## src/rtl/switch_bounce_gen.sv

```systemverilog
// Emulates a mechanical switch: each requested level change is delivered as an
// odd burst of toggles on sw, followed by a stable settle window and a done pulse.
module switch_bounce_gen #(
  parameter int          TICK_M       = 1_000_000,
  parameter int          MAX_BOUNCE   = 7,
  parameter int          SETTLE_TICKS = 4,
  parameter int          RANDOM       = 1,
  parameter logic [15:0] SEED         = 16'hACE1
) (
  input  logic clk,
  input  logic reset,
  input  logic start,
  input  logic level,
  output logic sw,
  output logic busy,
  output logic done
);

  // state  | meaning
  // IDLE   | waiting for start; sw stable at last requested level
  // BOUNCE | toggle burst in progress, tick_cnt counts down the current interval
  // SETTLE | final level reached, holding sw for SETTLE_TICKS ticks
  typedef enum logic [1:0] {IDLE, BOUNCE, SETTLE} state_t;

  localparam int CYC_W    = $clog2(TICK_M);
  localparam int TICK_MAX = (SETTLE_TICKS > 4) ? SETTLE_TICKS : 4;
  localparam int TCK_W    = $clog2(TICK_MAX);

  localparam logic [CYC_W-1:0] CYC_LOAD    = CYC_W'(TICK_M - 1);
  localparam logic [TCK_W-1:0] SETTLE_LOAD = TCK_W'(SETTLE_TICKS - 1);
  localparam logic [2:0]       MB          = 3'(MAX_BOUNCE);
  localparam logic [15:0]      LFSR_TAPS   = 16'hB400;

  state_t             state, state_nxt;
  logic               sw_nxt, busy_nxt, done_nxt;
  logic [15:0]        lfsr, lfsr_nxt;
  logic [CYC_W-1:0]   cyc_cnt, cyc_nxt;
  logic [TCK_W-1:0]   tick_cnt, tick_nxt;
  logic [3:0]         tog_cnt, tog_nxt;
  logic [2:0]         n_bounce;
  logic [TCK_W-1:0]   ivl_load;

  // Both draws come from the current LFSR value, i.e. the one present at the toggle edge.
  always_comb begin
    n_bounce = MB;
    ivl_load = '0;
    if (RANDOM != 0) begin
      n_bounce = (lfsr[2:0] > MB) ? MB : lfsr[2:0];
      ivl_load = TCK_W'(lfsr[4:3]);
    end
  end

  always_comb begin
    state_nxt = state;
    sw_nxt    = sw;
    busy_nxt  = busy;
    done_nxt  = 1'b0;
    cyc_nxt   = cyc_cnt;
    tick_nxt  = tick_cnt;
    tog_nxt   = tog_cnt;
    lfsr_nxt  = {1'b0, lfsr[15:1]} ^ (lfsr[0] ? LFSR_TAPS : 16'h0000);

    case (state)
      IDLE: begin
        busy_nxt = 1'b0;
        if (start) begin
          if (level == sw) begin
            done_nxt = 1'b1;
          end else begin
            sw_nxt   = ~sw;
            busy_nxt = 1'b1;
            cyc_nxt  = CYC_LOAD;
            if (n_bounce == 3'd0) begin
              state_nxt = SETTLE;
              tick_nxt  = SETTLE_LOAD;
              tog_nxt   = 4'd0;
            end else begin
              state_nxt = BOUNCE;
              tick_nxt  = ivl_load;
              tog_nxt   = {n_bounce, 1'b0};
            end
          end
        end
      end

      BOUNCE: begin
        if (cyc_cnt == '0) begin
          cyc_nxt = CYC_LOAD;
          if (tick_cnt == '0) begin
            sw_nxt  = ~sw;
            tog_nxt = (tog_cnt == 4'd0) ? 4'd0 : tog_cnt - 4'd1;
            if (tog_cnt <= 4'd1) begin
              state_nxt = SETTLE;
              tick_nxt  = SETTLE_LOAD;
            end else begin
              tick_nxt = ivl_load;
            end
          end else begin
            tick_nxt = tick_cnt - 1'b1;
          end
        end else begin
          cyc_nxt = cyc_cnt - 1'b1;
        end
      end

      SETTLE: begin
        if (cyc_cnt == '0) begin
          cyc_nxt = CYC_LOAD;
          if (tick_cnt == '0) begin
            state_nxt = IDLE;
            done_nxt  = 1'b1;
            busy_nxt  = 1'b0;
            cyc_nxt   = '0;
          end else begin
            tick_nxt = tick_cnt - 1'b1;
          end
        end else begin
          cyc_nxt = cyc_cnt - 1'b1;
        end
      end

      default: begin
        state_nxt = IDLE;
        busy_nxt  = 1'b0;
      end
    endcase
  end

  always_ff @(posedge clk or posedge reset) begin
    if (reset) begin
      state    <= IDLE;
      sw       <= 1'b0;
      busy     <= 1'b0;
      done     <= 1'b0;
      lfsr     <= SEED;
      cyc_cnt  <= '0;
      tick_cnt <= '0;
      tog_cnt  <= '0;
    end else begin
      state    <= state_nxt;
      sw       <= sw_nxt;
      busy     <= busy_nxt;
      done     <= done_nxt;
      lfsr     <= lfsr_nxt;
      cyc_cnt  <= cyc_nxt;
      tick_cnt <= tick_nxt;
      tog_cnt  <= tog_nxt;
    end
  end

endmodule

```

## config.mk

```make
export PLATFORM = sky130hd
export DESIGN_NAME = switch_bounce_gen
export DESIGN_NICKNAME = d
export VERILOG_FILES = /design/src/rtl/switch_bounce_gen.sv
export SDC_FILE = /design/constraint.sdc
export NUM_CORES = 1
export LEC_CHECK = 0
export ABC_AREA = 1
export CAP_MARGIN = 20
export CORE_MARGIN = 4
export CORE_UTILIZATION = 60
export DETAILED_ROUTE_END_ITERATION = 7
export GPL_TIMING_DRIVEN = 0
export PLACE_DENSITY = 0.81
export SYNTH_ARGS = -nofsm -noshare
export SYNTH_HDL_FRONTEND = slang
export SYNTH_SLANG_ARGS = --single-unit
export TNS_END_PERCENT = 30
```

## constraint.sdc

```tcl
create_clock -name clk -period 4.05 [get_ports clk]
set_input_delay 0.6075 -clock clk [delete_from_list [all_inputs] [get_ports clk]]
set_output_delay 0.6075 -clock clk [all_outputs]
set_load 0.03 [all_outputs]
```

==> results by group, run 1 <==
Status
  – Status: complete, no violations

Synthesis
  – Syn_nets: 342
  – Syn Area/Cell: 7.90 um^2
  – Register bit total from synthesis: 47
  – Mapped cell area: 2620 um^2
  – Syn Inst Count: 331
  – Most common cell in the netlist: nand2_1
  – YS warnings: 0
  – Top post-synthesis cells by area: dfrtp_1, nand2_1, dfstp_2, nor2_1, nand3_1
  – EDFF count, synth: 0
  – Synth top area share: 0.373
  – Synth unique cells: 34
  – Fraction of registers with async set/reset: 1.00
  – Prevailing post-synth register cell: dfrtp_1
  – Most frequent cells after synthesis: nand2_1, nor2_1, dfrtp_1, inv_1, nand3_1
  – Leading area contributor after synthesis: dfrtp_1
  – Seq/Total Area, Yosys: 0.454

Timing
  – Fmax achieved: 0.488 GHz
  – Final Max Slew Viols: 0
  – RSZ-0062 raised after global routing: no
  – TNS Setup: 0 ns
  – Final min period: 2.05 ns
  – Clock Skews: 0.00933 ns
  – Final Hold Viols: 0
  – Slew @ Worst Pin: 0.603 ns
  – Max_slew headroom: 0.598
  – # setup viols final: 0
  – Tcrit/Tclk final: 0.506

Global routing
  – Congestion Overflow GR: 0
  – Largest net degree at the start of global routing: 31
  – Global-route wire length before repair: 9280 um
  – GRT Util Overall: 0.223
  – Via count of the first global-routing pass: 2157
  – Initial antenna violation count: 0

Pwr
  – Leak Pwr: 0.00143 uW
  – Seq pwr share: 0.365
  – Pwr Density: 578 nW/um^2
  – Clock share of power: 0.187
  – Int Power: 930 uW
  – Switching pwr: 719 uW
  – Switch share: 0.436
  – Max VDD drop: 0.000330 V
  – Comb power frac: 0.448

Setup path
  – Max stage delay on crit path: 0.70 ns
  – Critical path's top delay family: buffers and inverters
  – Critical path data arrival time: 1.44 ns
  – CP Class: flop to primary output
  – CP Max Fanout: 3
  – Worst Path Required: 3.44 ns
  – Reg-to-reg critical path startpoint: state[1]$_DFFE_PP0P_
  – Crit path buffers/inverters: 1
  – CP endpoint kind: primary output
  – Setup crit start kind: flop
  – Cells along the critical path: clkdlybuf4s50_1
  – Worst path slowest cell: clkdlybuf4s50_1
  – Crit path from: sw$_DFFE_PP0P_

CTS
  – H-tree depth: 2
  – Postcts setup bufs: 0
  – TritonCTS clock tree: built
  – CTS root buf: clkbuf_8
  – CTS resizes: 0
  – Number of buffers created by CTS: 5
  – Hold-fix buffers, CTS: 0
  – CTS Sinks: 47
  – Reg clk slew, reported paths: 0.09 ns
  – Maximum clock path buffer count: 2
  – Worst-Skew Late Latency: 0.31 ns

Placement
  – Final HPWL DP: 3870 um
  – Gpl congestion: 0.921
  – Placed instance area: 2760 um^2
  – PortBufs: 6

Route
  – Post-Route WL: 5170 um
  – Vias per inst: 5.29
  – # DRC: 0
  – Remaining antenna violation count: 0
  – First-pass DRT Iterations: 4
  – Total number of vias: 2093
  – Wirelength per Cell: 13.0 um
  – Initial DRC count: 100

Die
  – Initial Util: 0.635
  – Total die area: 5480 um^2
  – Number of cell rows: 23
  – Number of I/O pins: 7
  – Core box area: 4120 um^2
  – Die height: 74.0 um
  – Width of the die: 74.0 um

Hold path
  – Worst min path class: flop to flop
  – Hold path start: lfsr[6]$_DFF_PP1_

Final layout
  – Area grow syn2layout: 9.19%
  – Final instance area: 2860 um^2
  – Diode count: 0
  – Layout cells sized above 1: 0.118
  – Total Nets Final: 356

Run
  – Max_cap viols: 0
[path summary, 6_finish.rpt]
| path | end | slack (ns) | cells after the start |
|---|---|---|---|
| max | sw | 2.00 | 1 |
| min | lfsr[5]$_DFF_PP1_ | 0.36 | 0 |
| max reg2reg | tog_cnt[1]$_DFFE_PP0P_ | 2.24 | 8 |
| min reg2reg | lfsr[5]$_DFF_PP1_ | 0.36 | 0 |
| max in group asynchronous | lfsr[13]$_DFF_PP1_ | 2.89 | 3 |
| min in group asynchronous | cyc_cnt[6]$_DFFE_PP0P_ | 0.60 | 2 |
[area by class of cell]
type                    instances  area (um^2)
clock buffers                   5         68.8
clock inverters                 3         28.8
multi-input cells             243         1260
fillers                       349         1260
well taps                      50         62.6
inverters                      33          124
flip-flops and latches         47         1190
repair buffers                  7         80.1
plain buffers                   8         41.3
[layout by cell type, fill, tap and decap left out, types with 2 or more instances in the layout]
cell type | netlist | final
a21boi_0 | 4 | 4
a21oi_1 | 6 | 6
a21oi_2 | 2 | 2
a22oi_1 | 7 | 7
buf_2 | 6 | 6
clkbuf_8 | 0 | 5
clkdlybuf4s50_1 | 0 | 6
dfrtp_1 | 39 | 39
dfstp_2 | 8 | 8
ha_1 | 7 | 7
inv_1 | 32 | 31
inv_2 | 1 | 2
inv_6 | 0 | 2
nand2_1 | 91 | 91
nand3_1 | 30 | 30
nand3b_1 | 2 | 2
nand4_1 | 4 | 4
nor2_1 | 49 | 49
nor2_2 | 3 | 3
nor2_4 | 3 | 3
nor3_1 | 5 | 5
o21ai_0 | 4 | 4
o21ai_1 | 4 | 4
xnor2_1 | 4 | 4
xor2_1 | 8 | 8
[registers in the layout, summed over array words and instances, names as in the netlist]
| name | flops |
|---|---|
| busy | 1 |
| cyc_cnt | 20 |
| done | 1 |
| lfsr | 16 |
| state | 2 |
| sw | 1 |
| tick_cnt | 2 |
| tog_cnt | 4 |
[per-stage QoR]
step / util / total power (uW) / std cells / hold WS [ns] / worst slack (ns)
3_5_place_dp: 0.670 / 1350 / 388 / 0.339 / 1.80
6_report: 0.694 / 1650 / 396 / 0.360 / 2.00
4_1_cts: 0.694 / 1660 / 396 / 0.365 / 1.98
3_3_place_gp: 0.665 / 1330 / 387 / 0.337 / 1.48
5_1_grt: 0.694 / 1790 / 396 / 0.371 / 1.95
2_1_floorplan: - / 1170 / 331 / 0.331 / 2.34
[routing by layer]
| metal | part of all wire | vias to the layer above | wire length [um] | GRT usage |
|---|---|---|---|---|
| met5 | 0 | - | 0 | 0 |
| met4 | 0.029 | 0 | 148 | 0.111 |
| met3 | 0.022 | 13 | 113 | 0.0365 |
| met2 | 0.50 | 24 | 2570 | 0.381 |
| met1 | 0.45 | 961 | 2340 | 0.273 |
| li1 | - | 1095 | - | - |
[power groups by stage]
| stage | clock network [uW] | registers [uW] | logic, uW |
|---|---|---|---|
| finish | 309 | 602 | 738 |
| global route | 336 | 612 | 842 |
| CTS | 322 | 601 | 740 |
| detailed placement | 0 | 611 | 738 |
| global placement | 0 | 608 | 717 |
| floorplan | 0 | 624 | 541 |
[kinds of logic after synthesis]
family	Yosys count	synth area share
AND/OR/NAND/NOR	191	0.319
flip-flops	47	0.454
buffers and inverters	41	0.0632
AO/OA/AOI/OAI	32	0.0842
XOR/XNOR	13	0.0464
adder cells (fa/ha/maj)	7	0.0335
No activity file was read; power rests on OpenSTA's default activity.
==> inputs of run 2 (changes only) <==
- CORE_UTILIZATION: 60 -> 55
- PLACE_DENSITY: 0.81 -> 0.78
- clock period: 4.05 -> 1.7 ns (I/O delays scaled with it)
==> run 2 against run 1 <==
Non-clock buffer count increased by 5. Largest power group unchanged. Clock skew down 0.00053 ns. Largest cell class unchanged. Critical path type is now flop to flop. Wire length increased by 6.6%.
==> results by group, run 2 (synthesis results as in run 1) <==
Status
  – Status: complete, no violations

Die
  – Width of the die: 77.0 um
  – Total die area: 5920 um^2
  – Core box area: 4470 um^2
  – Number of cell rows: 24
  – Die height: 77.0 um
  – Number of I/O pins: 7
  – Initial Util: 0.584

Timing
  – RSZ-0062 raised after global routing: yes
  – TNS Setup: 0 ns
  – Fmax achieved: 0.604 GHz
  – Clock Skews: 0.00880 ns
  – Final Max Slew Viols: 0
  – Tcrit/Tclk final: 0.974
  – Slew @ Worst Pin: 0.546 ns
  – Max_slew headroom: 0.633
  – Final min period: 1.66 ns
  – Final Hold Viols: 0
  – # setup viols final: 0
  – Final WS setup: 0.0448 ns

CTS
  – Worst-Skew Late Latency: 0.31 ns
  – CTS Sinks: 47
  – TritonCTS clock tree: built
  – Number of buffers created by CTS: 5
  – Reg clk slew, reported paths: 0.09 ns
  – CTS root buf: clkbuf_8
  – H-tree depth: 2
  – Maximum clock path buffer count: 2
  – Hold-fix buffers, CTS: 0

Final layout
  – Post-layout util: 0.668
  – Biggest regs: cyc_cnt: 20 flops, lfsr: 16 flops, tog_cnt: 4 flops
  – Most frequent cells in the layout: nand2_1, nor2_1, dfrtp_1
  – Register area: 1190 um^2
  – Area grow syn2layout: 14.4%
  – Most flop-heavy register: cyc_cnt
  – Total Nets Final: 362
  – Number of fill cells: 361
  – Layout cells sized above 1: 0.185
  – Diode count: 0
  – Number of flip-flops in the largest register: 20
  – Commonest non-fill, non-tap cell in the layout: nand2_1
  – Area taken by multi-input logic gates: 1330 um^2
  – Final instance area: 2990 um^2

Hold path
  – Worst min path class: input pin to async pin

Route
  – # DRC: 0
  – Remaining antenna violation count: 0
  – Post-Route WL: 5510 um
  – Vias per inst: 5.39
  – First-pass DRT Iterations: 4
  – Initial DRC count: 116
  – Wirelength per Cell: 13.6 um
  – Total number of vias: 2178

Global routing
  – Largest net degree at the start of global routing: 36
  – GRT busiest layer: met2
  – Met3 Use GR: 0.0504
  – GR Layer Usage met2: 0.326
  – M1 GR Usage: 0.250
  – Global-route wire length before repair: 9240 um
  – GRT Util Overall: 0.196
  – Via count of the first global-routing pass: 2078
  – Congestion Overflow GR: 0
  – Initial antenna violation count: 0

Setup path
  – Worst r2r path cells: 7
  – Reg2reg setup slack: 0.04 ns
  – RR Endpoint: cyc_cnt[15]$_DFFE_PP0P_
  – CP Class: flop to flop
  – Worst Path Required: 1.88 ns
  – Setup crit start kind: flop
  – CP endpoint kind: flop
  – Critical path data arrival time: 1.84 ns
  – Reg-to-reg critical path startpoint: cyc_cnt[4]$_DFFE_PP0P_
  – CP Max Fanout: 7

Placement
  – Final HPWL DP: 3790 um
  – Gpl congestion: 0.906
  – DP Worst Slack: -0.167 ns
  – Placed instance area: 2760 um^2
  – PortBufs: 6

Pwr
  – Max VDD drop: 0.000940 V
  – Leak Pwr: 0.00146 uW
  – Total power draw: 4140 uW
  – Pwr Density: 1380 nW/um^2

Run
  – Max_cap viols: 0
## run 2: changes by cell type in the layout (fill, tap and decap cells not counted), moves of 4 or more
cell	previous run	this run
nand2_1	91	87
nor2_1	49	42
nand2_2	1	5
buf_4	1	7
ha_1	7	3
buf_2	6	1
ha_2	0	4
nor2_2	3	9
## run 2: layout make-up
cell class / count / share of cell area
Tap cell: 52 / 0.0218
Multi-Input combinational cell: 244 / 0.446
Timing Repair Buffer: 12 / 0.0389
Clock buffer: 7 / 0.0322
Inverter: 33 / 0.0414
Buffer: 8 / 0.0205
Clock inverter: 1 / 0.00251
Sequential cell: 47 / 0.397
## run 2: through the flow
stage               cells  hold slack, ns
floorplan             331           0.331
global placement      389           0.338
detailed placement    390           0.346
CTS                   398           0.211
global route          404           0.236
finish                404           0.206
## run 2: how the worst max path moves through the flow
stage                                 from                      end  slack (ns)  cells after the start
finish              cyc_cnt[4]$_DFFE_PP0P_  cyc_cnt[15]$_DFFE_PP0P_        0.04                      7
global route        cyc_cnt[4]$_DFFE_PP0P_   tog_cnt[1]$_DFFE_PP0P_       -0.08                      8
CTS                 cyc_cnt[0]$_DFFE_PP0P_  tick_cnt[0]$_DFFE_PP0P_      -0.008                     10
detailed placement                   level  cyc_cnt[15]$_DFFE_PP0P_       -0.17                      7
global placement                     reset     state[0]$_DFFE_PP0P_       -0.53                      2
floorplan           cyc_cnt[0]$_DFFE_PP0P_           sw$_DFFE_PP0P_        0.12                      8
## run 2: critical path: stages, from the launching register on
cell     delay [ns]
dfrtp_1        0.43
nor2_2         0.18
nand2_2        0.12
nor2_4         0.14
nand3_4        0.13
buf_4          0.17
a21oi_4        0.25
nor3_1         0.09
## run 2: timing repair
action                     CTS  global route
gates resized for setup      7            25
pin swaps                    0             5
gates cloned                 0             1
setup endpoints to repair   24            30
setup buffers                0             5
## run 2: layer usage
| layer | share of wire | up-vias | wire [um] |
|---|---|---|---|
| met5 | 0 | - | 0 |
| met4 | 0.019 | 0 | 107 |
| met3 | 0.036 | 12 | 200 |
| met2 | 0.48 | 35 | 2660 |
| met1 | 0.46 | 1036 | 2540 |
| li1 | - | 1095 | - |
## run 2: power by group
part	internal, uW	switching (uW)	total, uW
Sequential	1300	149	1450
Combinational	711	1240	1950
Clock	370	377	747
==> inputs of run 3 (changes only) <==
- ABC_AREA: 1 -> not set
- clock period: 1.7 -> 1.4 ns (I/O delays scaled with it)
==> run 3 against run 2 <==
The flow now finishes with violations (setup timing). Synthesized cell count shrank 22%. Global-route usage grew 1.5 points. Wire length grew 23%. Clock power grew 18%. Utilization grew 9.7 points. Sequential power grew 41%. Critical path depth shrank 1. Sequential share of layout area shrank 4.3 points. Non-clock buffer count grew 29. Synthesized area shrank 2.9%. Critical path type unchanged. Critical endpoint is now cyc_cnt[10]$_DFFE_PP0P_. Largest power group unchanged. Highest routed layer unchanged.
==> results by group, run 3 <==
Synthesis
  – Syn_nets: 269
  – Synth unique cells: 54
  – Leading area contributor after synthesis: dfrtp_1
  – Syn Area/Cell: 9.84 um^2
  – Prevailing post-synth register cell: dfrtp_1
  – Syn Inst Count: 258
  – Fraction of registers with async set/reset: 1.00
  – Top post-synthesis cells by area: dfrtp_1, dfstp_2, a21oi_1, ha_1, nor3_1
  – Most common cell in the netlist: dfrtp_1
  – Synth top area share: 0.384
  – Seq/Total Area, Yosys: 0.467
  – Register bit total from synthesis: 47
  – YS warnings: 0
  – Most frequent cells after synthesis: dfrtp_1, a21oi_1, nor2_1, inv_1, nor3_1
  – EDFF count, synth: 0
  – Mapped cell area: 2540 um^2

CTS
  – H-tree depth: 2
  – Reg clk slew, reported paths: 0.10 ns
  – Number of buffers created by CTS: 5
  – TritonCTS clock tree: built
  – CTS Sinks: 47
  – CTS root buf: clkbuf_8
  – Worst-Skew Late Latency: 0.31 ns
  – Maximum clock path buffer count: 2

Die
  – Total die area: 5770 um^2
  – Die height: 75.9 um
  – Width of the die: 75.9 um
  – Number of cell rows: 24
  – Number of I/O pins: 7
  – Core box area: 4410 um^2
  – Initial Util: 0.575

Timing
  – Final Hold Viols: 0
  – Max_slew headroom: 0.578
  – Final WS setup: -0.774 ns
  – Final Max Slew Viols: 0
  – # setup viols final: 31
  – Slew @ Worst Pin: 0.628 ns
  – Hold_ws: 0.224 ns
  – Tcrit/Tclk final: 1.55
  – Clock Skews: 0.00461 ns
  – TNS Setup: -17.96 ns
  – RSZ-0062 raised after global routing: yes
  – Final min period: 2.17 ns
  – Fmax achieved: 0.460 GHz

Route
  – Wirelength per Cell: 19.1 um
  – Vias per inst: 6.41
  – First-pass DRT Iterations: 4
  – Total number of vias: 2281
  – Initial DRC count: 197
  – Remaining antenna violation count: 0
  – # DRC: 0
  – Post-Route WL: 6780 um

Final layout
  – Most frequent cells in the layout: dfrtp_1, buf_4, a21oi_1
  – Post-layout util: 0.766
  – Total Nets Final: 314
  – Biggest regs: cyc_cnt: 20 flops, lfsr: 16 flops, tog_cnt: 4 flops
  – Diode count: 0
  – Final std cells w/o fill: 356
  – Commonest non-fill, non-tap cell in the layout: dfrtp_1
  – Most flop-heavy register: cyc_cnt
  – Layout cells sized above 1: 0.401
  – Area grow syn2layout: 33.1%
  – Number of flip-flops in the largest register: 20

Hold path
  – Worst min path class: input pin to async pin

Pwr
  – Max VDD drop: 0.00111 V
  – Leak Pwr: 0.00146 uW
  – Pwr Density: 1950 nW/um^2

Global routing
  – Congestion Overflow GR: 0
  – Via count of the first global-routing pass: 2033
  – GRT Util Overall: 0.212
  – Initial antenna violation count: 0
  – Global-route wire length before repair: 9850 um
  – Largest net degree at the start of global routing: 28

Setup path
  – Critical path data arrival time: 2.42 ns
  – Worst Setup EP: cyc_cnt[10]$_DFFE_PP0P_
  – Critical path's top delay family: simple AND/OR/NAND/NOR gates
  – Max stage delay on crit path: 0.48 ns
  – Crit path from: cyc_cnt[0]$_DFFE_PP0P_
  – RR Endpoint: cyc_cnt[10]$_DFFE_PP0P_
  – Worst path slowest cell: or4_1
  – Reg-to-reg critical path startpoint: cyc_cnt[0]$_DFFE_PP0P_
  – CP Class: flop to flop
  – CP Max Fanout: 2
  – Cells along the critical path: inv_2, ha_4, or4b_4, or4_4, or4_1, o21ai_1
  – Crit path buffers/inverters: 1
  – Worst Path Required: 1.64 ns
  – Setup crit start kind: flop
  – Reg2reg setup slack: -0.77 ns
  – CP endpoint kind: flop
  – Worst r2r path cells: 6
  – WP depth: 6

Placement
  – Gpl congestion: 0.847
  – Final HPWL DP: 3660 um
  – Inst Count DP: 317
  – PortBufs: 6
  – DP Worst Slack: -0.895 ns

Status
  – Violated checks: setup timing
  – Status: finished with violations

Run
  – Max_cap viols: 0
-- run 3: repair_timing --
item / 4_1_cts / 5_1_grt
hold buffers: 0 / 0
gates cloned: 1 / 1
setup buffers: 18 / 14
gates resized for setup: 48 / 25
endpoints found under the setup margin: 34 / 31
pin swaps: 12 / 16
-- run 3: logic make-up after synthesis --
kind of cell	share of synthesized area
and+or+nand+nor	0.201
AOI/OAI and AO/OA	0.203
DFF	0.467
buffers and inverters	0.0409
muxes	0.0330
adders and majority gates	0.0345
xor gates and xnor gates	0.0207
-- run 3: cell type report --
cell class | count | area, um^2
Buffer | 9 | 80.1
Multi-Input combinational cell | 185 | 1530
Fill cell | 260 | 1030
Tap cell | 52 | 65.1
Clock inverter | 3 | 26.3
Sequential cell | 47 | 1200
Clock buffer | 5 | 68.8
Inverter | 15 | 56.3
Timing Repair Buffer | 40 | 360
-- run 3: power by group --
group / leakage, uW / internal, uW / total, uW / switching (uW)
Sequential: 0.000570 / 1670 / 2050 / 379
Combinational: 0.000838 / 1710 / 3650 / 1950
Clock: 0.0000495 / 371 / 882 / 511
-- run 3: worst reg2reg max path, stage by stage (launching register included) --
cell and delay, ns:
dfrtp_1 0.40, inv_2 0.09, ha_4 0.13, or4b_4 0.47
or4_4 0.44, or4_1 0.48, o21ai_1 0.09
-- run 3: per-stage QoR --
| stage | power [uW] | cell area (um^2) |
|---|---|---|
| floorplan | 4040 | 2640 |
| global placement | 4570 | 2760 |
| detailed placement | 4650 | 2780 |
| CTS | 6110 | 3170 |
| global route | 7000 | 3380 |
| finish | 6580 | 3380 |
-- run 3: routing by layer --
layer,track usage,routed length (um),vias to the layer above
li1,-,-,1052
met5,0,0,-
met1,0.281,2920,1143
met4,0.0890,157,0
met3,0.0545,327,17
met2,0.327,3370,69
-- run 3: how the worst min path moves through the flow --
| stage | endpoint | cells after the start |
|---|---|---|
| floorplan | lfsr[8]$_DFF_PP0_ | 0 |
| global placement | lfsr[11]$_DFF_PP1_ | 0 |
| detailed placement | lfsr[8]$_DFF_PP0_ | 0 |
| CTS | cyc_cnt[3]$_DFFE_PP0P_ | 2 |
| global route | cyc_cnt[3]$_DFFE_PP0P_ | 2 |
| finish | cyc_cnt[3]$_DFFE_PP0P_ | 2 |
